$ cat src/rtl/spi_flash_pkg.sv
// Shared types and constants for the fabric-side SPI flash masters.
package spi_flash_pkg;

  localparam logic [7:0]  C_CMD_READ = 8'h03;
  localparam int unsigned C_ADDR_W   = 24;

  typedef enum logic [2:0] {
    ST_INIT,
    ST_IDLE,
    ST_SETUP,
    ST_SHIFT,
    ST_DATA,
    ST_CS_HOLD
  } state_t;

  // Command header shifted out MSB first: opcode followed by byte address.
  typedef struct packed {
    logic [7:0]          cmd;
    logic [C_ADDR_W-1:0] addr;
  } spi_hdr_t;

  localparam int unsigned C_HDR_BITS = $bits(spi_hdr_t);

endpackage

$ cat src/rtl/spi_sck_gen.sv
// SPI mode-0 SCK generator: toggles SCK every G_CLK_DIV cycles while enabled.
// Freeze holds both the divider and SCK; disabling parks SCK low.
module spi_sck_gen #(
  parameter int unsigned G_CLK_DIV = 2
) (
  input  logic p_in_clk,
  input  logic p_in_rstn,
  input  logic p_in_en,
  input  logic p_in_freeze,
  output logic p_out_sck,
  output logic p_out_rise_c,
  output logic p_out_fall_c
);

  localparam int unsigned C_DIV_W = (G_CLK_DIV > 1) ? $clog2(G_CLK_DIV) : 1;

  logic [C_DIV_W-1:0] r_div;
  logic               r_sck;
  logic               w_tick;

  assign w_tick = p_in_en && !p_in_freeze && (r_div == C_DIV_W'(G_CLK_DIV - 1));

  always_ff @(posedge p_in_clk or negedge p_in_rstn) begin
    if (!p_in_rstn) begin
      r_div <= '0;
      r_sck <= 1'b0;
    end else if (!p_in_en) begin
      r_div <= '0;
      r_sck <= 1'b0;
    end else if (!p_in_freeze) begin
      if (w_tick) begin
        r_div <= '0;
        r_sck <= ~r_sck;
      end else begin
        r_div <= r_div + 1'b1;
      end
    end
  end

  // Edge strobes mark the clk edge at which SCK changes level.
  assign p_out_sck    = r_sck;
  assign p_out_rise_c = w_tick && !r_sck;
  assign p_out_fall_c = w_tick && r_sck;

endmodule

$ cat src/rtl/spi_flash_reader.sv
// Fabric SPI master issuing single-lane READ (0x03) to the config flash via
// STARTUPE2 USRCCLKO; read bytes are returned on a valid/ready stream.
module spi_flash_reader
  import spi_flash_pkg::*;
#(
  parameter int unsigned G_CLK_DIV   = 2,
  parameter int unsigned G_CS_HI     = 4,
  parameter int unsigned G_LEN_W     = 16,
  parameter int unsigned G_INIT_CLKS = 3
) (
  input  logic                p_in_clk,
  input  logic                p_in_rstn,
  input  logic                p_in_start,
  input  logic [C_ADDR_W-1:0] p_in_addr,
  input  logic [G_LEN_W-1:0]  p_in_len,
  output logic                p_out_busy,
  output logic                p_out_done,
  output logic [7:0]          p_out_data,
  output logic                p_out_valid,
  input  logic                p_in_ready,
  output logic                p_out_spi_cs_n,
  output logic                p_out_spi_sck,
  output logic                p_out_spi_mosi,
  input  logic                p_in_spi_miso
);

  localparam int unsigned C_CNT_W = 16;

  state_t               r_state;
  logic [C_CNT_W-1:0]   r_cnt;
  spi_hdr_t             r_tx;
  logic [G_LEN_W-1:0]   r_len_left;
  logic [2:0]           r_bit;
  logic [7:0]           r_rx;
  logic                 r_byte_rdy;
  logic [7:0]           r_data;
  logic                 r_valid;
  logic                 r_busy;
  logic                 r_done;
  logic                 r_cs_n;
  logic                 r_mosi;

  logic                 w_sck;
  logic                 w_rise;
  logic                 w_fall;
  logic                 w_sck_en;
  logic                 w_freeze;

  assign w_sck_en = ((r_state == ST_INIT) && (r_cnt != C_CNT_W'(G_INIT_CLKS))) ||
                    (r_state == ST_SETUP) || (r_state == ST_SHIFT) ||
                    (r_state == ST_DATA);

  // Byte boundary with an unconsumed byte: park SCK low until the consumer drains it.
  assign w_freeze = (r_state == ST_DATA) && !w_sck && (r_bit == 3'd0) &&
                    r_valid && !p_in_ready;

  spi_sck_gen #(
    .G_CLK_DIV (G_CLK_DIV)
  ) u_sck_gen (
    .p_in_clk     (p_in_clk),
    .p_in_rstn    (p_in_rstn),
    .p_in_en      (w_sck_en),
    .p_in_freeze  (w_freeze),
    .p_out_sck    (w_sck),
    .p_out_rise_c (w_rise),
    .p_out_fall_c (w_fall)
  );

  always_ff @(posedge p_in_clk or negedge p_in_rstn) begin
    if (!p_in_rstn) begin
      r_state    <= ST_INIT;
      r_cnt      <= '0;
      r_tx       <= '0;
      r_len_left <= '0;
      r_bit      <= '0;
      r_rx       <= '0;
      r_byte_rdy <= 1'b0;
      r_data     <= '0;
      r_valid    <= 1'b0;
      r_busy     <= 1'b1;
      r_done     <= 1'b0;
      r_cs_n     <= 1'b1;
      r_mosi     <= 1'b0;
    end else begin
      r_done     <= 1'b0;
      r_byte_rdy <= 1'b0;

      // Output stream: a freshly assembled byte wins over a same-cycle consume.
      if (r_byte_rdy) begin
        r_data  <= r_rx;
        r_valid <= 1'b1;
      end else if (r_valid && p_in_ready) begin
        r_valid <= 1'b0;
      end

      case (r_state)
        ST_INIT: begin
          if (r_cnt == C_CNT_W'(G_INIT_CLKS)) begin
            r_state <= ST_IDLE;
            r_busy  <= 1'b0;
            r_cnt   <= '0;
          end else if (w_fall) begin
            r_cnt <= r_cnt + 1'b1;
          end
        end

        ST_IDLE: begin
          if (p_in_start) begin
            if (p_in_len != '0) begin
              r_tx       <= spi_hdr_t'{cmd: C_CMD_READ, addr: p_in_addr};
              r_len_left <= p_in_len;
              r_bit      <= '0;
              r_cnt      <= '0;
              r_cs_n     <= 1'b0;
              r_mosi     <= C_CMD_READ[7];
              r_busy     <= 1'b1;
              r_state    <= ST_SETUP;
            end else begin
              r_done <= 1'b1;
            end
          end
        end

        // The first rising edge ends the cs_n-to-SCK setup interval.
        ST_SETUP: begin
          if (w_rise) begin
            r_cnt   <= C_CNT_W'(1);
            r_state <= ST_SHIFT;
          end
        end

        ST_SHIFT: begin
          if (w_rise) begin
            r_cnt <= r_cnt + 1'b1;
          end else if (w_fall) begin
            if (r_cnt == C_CNT_W'(C_HDR_BITS)) begin
              r_mosi  <= 1'b0;
              r_cnt   <= '0;
              r_state <= ST_DATA;
            end else begin
              r_mosi <= r_tx[C_HDR_BITS-2];
              r_tx   <= spi_hdr_t'({r_tx[C_HDR_BITS-2:0], 1'b0});
            end
          end
        end

        ST_DATA: begin
          if (w_rise) begin
            r_rx  <= {r_rx[6:0], p_in_spi_miso};
            r_bit <= r_bit + 1'b1;
            if (r_bit == 3'd7) begin
              r_byte_rdy <= 1'b1;
              r_len_left <= r_len_left - 1'b1;
            end
          end else if (w_fall && (r_bit == 3'd0) && (r_len_left == '0)) begin
            r_cs_n  <= 1'b1;
            r_cnt   <= '0;
            r_state <= ST_CS_HOLD;
          end
        end

        ST_CS_HOLD: begin
          if ((r_cnt + 1'b1) >= C_CNT_W'(G_CS_HI)) begin
            r_cnt   <= '0;
            r_busy  <= 1'b0;
            r_done  <= 1'b1;
            r_state <= ST_IDLE;
          end else begin
            r_cnt <= r_cnt + 1'b1;
          end
        end

        default: begin
          r_state <= ST_INIT;
          r_cnt   <= '0;
          r_cs_n  <= 1'b1;
          r_busy  <= 1'b1;
        end
      endcase
    end
  end

  assign p_out_busy     = r_busy;
  assign p_out_done     = r_done;
  assign p_out_data     = r_data;
  assign p_out_valid    = r_valid;
  assign p_out_spi_cs_n = r_cs_n;
  assign p_out_spi_sck  = w_sck;
  assign p_out_spi_mosi = r_mosi;

endmodule

$ cat config.mk
export PLATFORM = sky130hd
export DESIGN_NAME = spi_flash_reader
export DESIGN_NICKNAME = d
export VERILOG_FILES = /design/src/rtl/spi_flash_pkg.sv /design/src/rtl/spi_sck_gen.sv /design/src/rtl/spi_flash_reader.sv
export SDC_FILE = /design/constraint.sdc
export NUM_CORES = 1
export LEC_CHECK = 0
export CAP_MARGIN = 20
export CORE_MARGIN = 3
export CORE_UTILIZATION = 30
export DETAILED_ROUTE_END_ITERATION = 6
export PLACE_DENSITY_LB_ADDON = 0.25
export SYNTH_ARGS = -nofsm -noshare
export SYNTH_HDL_FRONTEND = slang
export SYNTH_SLANG_ARGS = --single-unit
export TNS_END_PERCENT = 5
$ cat constraint.sdc
create_clock -name p_in_clk -period 3.5 [get_ports p_in_clk]
set_clock_uncertainty 0.2 [all_clocks]
set_input_delay 0.7 -clock p_in_clk [delete_from_list [all_inputs] [get_ports p_in_clk]]
set_output_delay 0.7 -clock p_in_clk [all_outputs]
set_load 0.02 [all_outputs]
==> results of run 1 <==
per-layer routing:
metal | up-vias | global-route usage (%) | part of all wire (%)
li1 | 2094 | - | -
met3 | 18 | 2.98 | 4.0
met2 | 83 | 21.4 | 47
met5 | - | 0 | 0
met4 | 0 | 6.10 | 2.0
met1 | 1993 | 18.4 | 47
stage by stage:
stage	area, µm²	setup WS, ps	utilization [%]	hold WS, ps	cells
after floorplan	5160	952	-	204	550
after global placement	5980	369	35.8	261	806
after detailed placement	5980	380	35.8	270	806
after CTS	6300	446	37.7	187	821
after global routing	6300	273	37.7	215	821
final	6300	434	37.7	162	821
synthesized netlist by cell type (all sizes together), types with 11 or more instances:
cell	n
a21oi	22
buf	16
clkbuf	18
dfrtp	91
inv	16
mux2	18
mux2i	25
nand2	62
nand3	11
nor2	47
nor3	23
nor4	11
o21ai	65
logic make-up after synthesis:
family | after synthesis | synth area share [%]
compound gates | 147 | 19.1
xor+xnor | 2 | 0.339
fa+ha+maj | 6 | 1.45
buf+inv | 50 | 4.34
flops | 93 | 45.1
mux | 43 | 8.78
simple gates | 209 | 20.9
worst max path at each step:
stage / cells past startpoint / endpoint / slack, ps / startpoint
after floorplan: 9 / r_cnt[5]$_DFFE_PN0P_ / 950 / r_cnt[0]$_DFFE_PN0P_
after global placement: 9 / r_tx[15]$_DFFE_PN0P_ / 370 / p_in_len[11]
after detailed placement: 9 / r_tx[17]$_DFFE_PN0P_ / 380 / p_in_len[10]
after CTS: 9 / r_cnt[6]$_DFFE_PN0P_ / 450 / r_cnt[0]$_DFFE_PN0P_
after global routing: 10 / r_cnt[9]$_DFFE_PN0P_ / 270 / r_len_left[1]$_DFFE_PN0P_
final: 9 / r_cnt[6]$_DFFE_PN0P_ / 430 / r_cnt[1]$_DFFE_PN0P_
critical path, stage by stage, from the launching register on:
cell       delay (ps)
dfrtp_1           430
ha_1              340
nand3_2           210
nor2_1            280
mux2_2            370
o211ai_1          450
nor3_4            170
buf_4             190
o2111ai_1         200
o21ai_1           100
cell type report:
class	count	share of cell area, %
sequential	93	37.0
multi-input combinational	407	41.6
clock buffer	9	3.57
timing repair buffer	70	11.0
inverter	16	0.953
clock inverter	6	1.51
tap	220	4.37
report_power, final:
| part | internal [mW] | total [mW] | switching, mW |
|---|---|---|---|
| combinational | 0.903 | 2.12 | 1.22 |
| sequential | 1.49 | 1.84 | 0.353 |
| clock | 0.629 | 1.07 | 0.436 |
flip-flops by register name, indices dropped and copies added (netlist names):
| register | count |
|---|---|
| r_byte_rdy | 1 |
| r_len_left | 16 |
| p_out_spi_cs_n | 1 |
| p_out_spi_mosi | 1 |
| r_tx | 31 |
| p_out_data | 8 |
| p_out_valid | 1 |
| r_cnt | 16 |
| r_bit | 3 |
| r_state | 3 |
| u_sck_gen.p_out_sck | 1 |
| u_sck_gen.r_div | 1 |
| p_out_busy | 1 |
| p_out_done | 1 |
| r_rx | 8 |
==> results.yml, run 1 <==
power_and_ir_drop:
  p_leak_nw: 2.54
  pwr_density_cell_nw_per_um2: 798
  ir_drop_mv: 0.342
  p_total_mw: 5.03
global_routing:
  grtUsageTotal_pct: 13.8
  antenna_found_initial: 0
  grt_pass1_vias: 4159
  grt_pass1_wl_mm: 20.6
  grt-ovfl-total: 0
  grt_max_degree: 50
sta:
  rsz0062_at_grt: "false"
  timing.fmax_mhz: 326
  maxSlewHeadroom_pct: 54.9
  min_period_ps: 3070
  tns_ps: 0
  period_share_pct: 87.6
  worstMarginPinSlew_ps: 676
  final-setup-viol-count: 0
  maxSlewViolCount: 0
  hold_violations: 0
finish:
  n_antenna_cell: 0
  multiInputGateArea_um2: 2630
  n_fill_cell: 1685
  nNetsFinal: 648
  layout.area.seq_um2: 2330
  mostFrequentLayoutCells: "dfrtp_1 (91), nand2_1 (62), o21ai_0 (61), clkdlybuf4s50_1 (57), nor2_1 (46)"
  synthToLayoutAreaGrowth_pct: 22.1
  layout_commonest_cell: "dfrtp_1"
  drive_above_1_share_pct: 11.6
route:
  drc: 0
  dr.pass1.iters: 5
  wirelength_mm: 12.2
  drt-initial-drc-count: 310
  viasPerCell: 5.10
  avgRoutedWirePerCell_um: 14.8
  ant_nets: 0
  via_count: 4188
synthesis:
  syn_nets: 601
  synth-seq-cells: 93
  synth-warning-count: 0
  syn-cell-area_um2: 5160
  postSynthAreaPerCell_um2: 9.38
  synthDominantCellAreaShare_pct: 44.1
  yosys-top-cells-area: "dfrtp_1 (44%), o21ai_0 (5.9%), mux2i_1 (4.8%)"
  yosys_most_used_dff: "dfrtp_1"
  postSynth.asyncResetShare_pct: 100
  ys_seq_area_share_pct: 45.1
  synth.distinct_cells: 67
  synth-edff-count: 0
  syn_inst: 550
  synth_area_leader_cell: "dfrtp_1"
clock_network:
  clkTransAtPathRegs_ps: 70
  postCtsHoldBufs: 0
  cts-htree-levels: 3
  cts_resized: 0
  tritoncts: "yes"
  cts_root_buffer: "clkbuf_16"
  post_cts_buffers: 0
  cts_buffers: 9
  insertion_delay_ps: 350
  clockBufferDepth: 2
  clkSinkCount: 93
critical_path:
  end_kind: "flip-flop"
  reg2reg_depth: 9
  path_max_fanout: 10
  start_kind: "flip-flop"
  critPathKind: "flip-flop to flip-flop"
  reg2reg_slack_ps: 430
  r2r_start: "r_cnt[1]$_DFFE_PN0P_"
  r2r_end: "r_cnt[6]$_DFFE_PN0P_"
  arrival_ps: 3090
  cp.required_ps: 3520
place:
  gp_congestion: 0.820
  io_buffers: 58
  dp_hpwl_mm: 8.65
floorplanning:
  dieArea_um2: 18800
  rows: 47
  io_pins: 59
  dieHeight_um: 137
  die_x_um: 137
  core_area_um2: 16700
  floorplan.initialDensity_pct: 30.9
run:
  max-cap-violations: 0
status:
  status: "finished, final reports clean"
hold_path:
  hold_path_class: "input pin to async pin"
Note: power is estimated with default switching activity, not from simulation.
==> run 2: changes to the inputs <==
Settings changed: REMOVE_ABC_BUFFERS from default to 1, SYNTH_HIERARCHICAL from default to 1.
==> run 2 against run 1 <==
Compared with the run above: final area up 4.6%; power decreased by 8.0%; critical path depth grew 7; worst hold slack worse by 99 ps; register-to-register slack worse by 360 ps; global-route usage fell by 0.24 points; clock-buffer cell count grew 1; setup slack got worse by 360 ps; clock power is 7% lower; routed wire length increased by 2.1%; synthesized area is essentially flat; utilization rose by 1.8 points; critical path type unchanged; critical endpoint is now r_cnt[10]$_DFFE_PN0P_; largest power group unchanged; highest routed layer unchanged.
==> results.yml, run 2 <==
critical_path:
  cp_slowest_cell: "or4b_4"
  reg2reg_depth: 16
  crit_chain: "ha_2, or4b_4, nor4_4, a21oi_1, nor2_1, a21oi_2, nand3b_1, nor2_1, nand2b_4, nor2_4, nand3_2, a221oi_4, inv_2, buf_12, nor4b_4, a21o_1"
  end_kind: "flip-flop"
  path_max_fanout: 4
  r2r_start: "r_cnt[1]$_DFFE_PN0P_"
  max_stage_delay_ps: 470
  r2r_end: "r_cnt[10]$_DFFE_PN0P_"
  worst_path_most_repeated_cell: "nor2_1"
  crit_end: "r_cnt[10]$_DFFE_PN0P_"
  critPathBufInv: 2
  start_kind: "flip-flop"
  cp.required_ps: 3580
  critPathKind: "flip-flop to flip-flop"
  arrival_ps: 3500
  cp_top_family: "simple AND/OR/NAND/NOR gates"
  crit_cells: 16
  crit_path_start: "r_cnt[1]$_DFFE_PN0P_"
  reg2reg_slack_ps: 80
finish:
  fin_area_um2: 6600
  regMostFlops: "r_tx"
  synthToLayoutAreaGrowth_pct: 27.8
  top_regs: "r_tx (31), r_cnt (16), r_len_left (16)"
  layout_commonest_cell: "dfrtp_1"
  nNetsFinal: 684
  finish.utilization_pct: 39.5
  drive_above_1_share_pct: 16.5
  n_antenna_cell: 0
  largest_register_ffs: 31
  mostFrequentLayoutCells: "dfrtp_1 (91), nand2_1 (66), clkdlybuf4s50_1 (57), o21ai_0 (52), nor2_1 (49)"
floorplanning:
  rows: 47
  io_pins: 59
  die_x_um: 137
  dieHeight_um: 137
  floorplan.initialDensity_pct: 30.9
  core_area_um2: 16700
  dieArea_um2: 18800
synthesis:
  syn_inst: 552
  synthDominantCellAreaShare_pct: 44.1
  yosys_most_used_dff: "dfrtp_1"
  synth-warning-count: 6
  synth-edff-count: 0
  synth.distinct_cells: 66
  synth_area_leader_cell: "dfrtp_1"
  synth-seq-cells: 93
  synth_common_cells: "dfrtp_1 (91), nand2_1 (66), o21ai_0 (52), nor2_1 (50), mux2i_1 (26)"
  ys_seq_area_share_pct: 45.1
  yosys-top-cells-area: "dfrtp_1 (44%), mux2i_1 (5.0%), o21ai_0 (5.0%)"
  postSynth.asyncResetShare_pct: 100
  yosysMostFrequentCell: "dfrtp_1"
  syn-cell-area_um2: 5160
  postSynthAreaPerCell_um2: 9.35
route:
  dr.pass1.iters: 5
  ant_nets: 0
  via_count: 4378
  avgRoutedWirePerCell_um: 14.5
  wirelength_mm: 12.4
  viasPerCell: 5.10
  drt-initial-drc-count: 273
  drc: 0
run:
  max-cap-violations: 0
place:
  gp_congestion: 0.803
  io_buffers: 58
  dp_hpwl_mm: 8.73
  placed_cell_area_um2: 6170
global_routing:
  busiest_layer: "met2"
  grtUsageMet2_pct: 21.8
  use_met3_pct: 2.99
  grt_max_degree: 82
  grt_pass1_wl_mm: 20.6
  antenna_found_initial: 0
  use_met1_pct: 18.3
  grt-ovfl-total: 0
  grt_pass1_vias: 4187
  grtUsageTotal_pct: 13.5
sta:
  final-setup-viol-count: 0
  hold_violations: 0
  period_share_pct: 97.8
  timing.fmax_mhz: 292
  worstMarginPinSlew_ps: 559
  tns_ps: 0
  min_period_ps: 3420
  rsz0062_at_grt: "true"
  maxSlewHeadroom_pct: 62.4
  maxSlewViolCount: 0
power_and_ir_drop:
  pwr_density_cell_nw_per_um2: 701
  p_total_mw: 4.63
  p_leak_nw: 2.76
  ir_drop_mv: 0.348
clock_network:
  clkTransAtPathRegs_ps: 70
  clockBufferDepth: 2
  cts_root_buffer: "clkbuf_16"
  clkSinkCount: 93
  tritoncts: "yes"
  insertion_delay_ps: 350
  cts-htree-levels: 3
  cts_buffers: 9
  postCtsHoldBufs: 0
status:
  status: "finished, final reports clean"
hold_path:
  hold_path_class: "input pin to async pin"
==> run 2: cell count changes after synthesis, sizes merged, moves of 5 or more <==
cell	change
a22o	+12
a31oi	-8
and3	+6
buf	-6
nand2	+5
nor3	-12
o21ai	+9
or3	+6
==> run 2: timing repair <==
item	4_1_cts	5_1_grt
buffers inserted	0	6
hold endpoints to repair	0	0
setup endpoints to repair	14	19
pin swaps	2	9
resized for setup	4	7
==> run 2: per-layer routing <==
layer / share of wire (%) / routed length (µm)
met3: 4.8 / 600
met4: 1.7 / 208
met1: 46 / 5760
met2: 47 / 5850
met5: 0 / 0
==> run 2: cell families (layout without fill, tap and decap cells) <==
group                    after synthesis  count (layout)  share of synthesized area, %
AO/OA/AOI/OAI                        147             147                          17.6
adder cells (fa/ha/maj)                6               6                          1.45
buffers and inverters                 45             131                          4.14
flip-flops                            93              93                          45.1
multiplexers                          43              43                          8.75
AND/OR/NAND/NOR                      218             218                          22.9
==> run 2: per-stage QoR <==
stage               std cells  setup slack, ps  hold slack [ps]
floorplan                 520             -645              204
global placement          835             -110              261
detailed placement        835             -199              272
CTS                       851            -11.9              288
global route              858             -117             72.9
finish                    858             77.0             63.0
==> run 2: worst min-delay path by stage <==
stage	startpoint	to	slack, ps	depth (start not counted)
4_1_cts	r_tx[23]$_DFFE_PN0P_	r_tx[23]$_DFFE_PN0P_	290	2
6_report	p_in_rstn	r_len_left[10]$_DFFE_PN0P_	60	1
2_1_floorplan	p_in_rstn	p_out_data[0]$_DFFE_PN0P_	200	0
3_3_place_gp	r_tx[28]$_DFFE_PN0P_	r_tx[28]$_DFFE_PN0P_	260	2
5_1_grt	p_in_rstn	r_len_left[10]$_DFFE_PN0P_	70	1
3_5_place_dp	r_tx[23]$_DFFE_PN0P_	r_tx[23]$_DFFE_PN0P_	270	2
==> run 2: report_power, final <==
group / leakage (nW) / total [mW] / internal, mW / switching, mW
sequential: 1.22 / 1.48 / 1.31 / 0.170
clock: 0.148 / 1.00 / 0.562 / 0.437
combinational: 1.39 / 2.14 / 0.962 / 1.18
==> run 2: layout make-up <==
type / count / area, µm²
Multi-Input combinational cell: 414 / 2670
Fill cell: 1674 / 10100
Tap cell: 220 / 275
Clock inverter: 6 / 70.1
Sequential cell: 93 / 2330
Inverter: 13 / 48.8
Timing Repair Buffer: 102 / 970
Clock buffer: 10 / 229
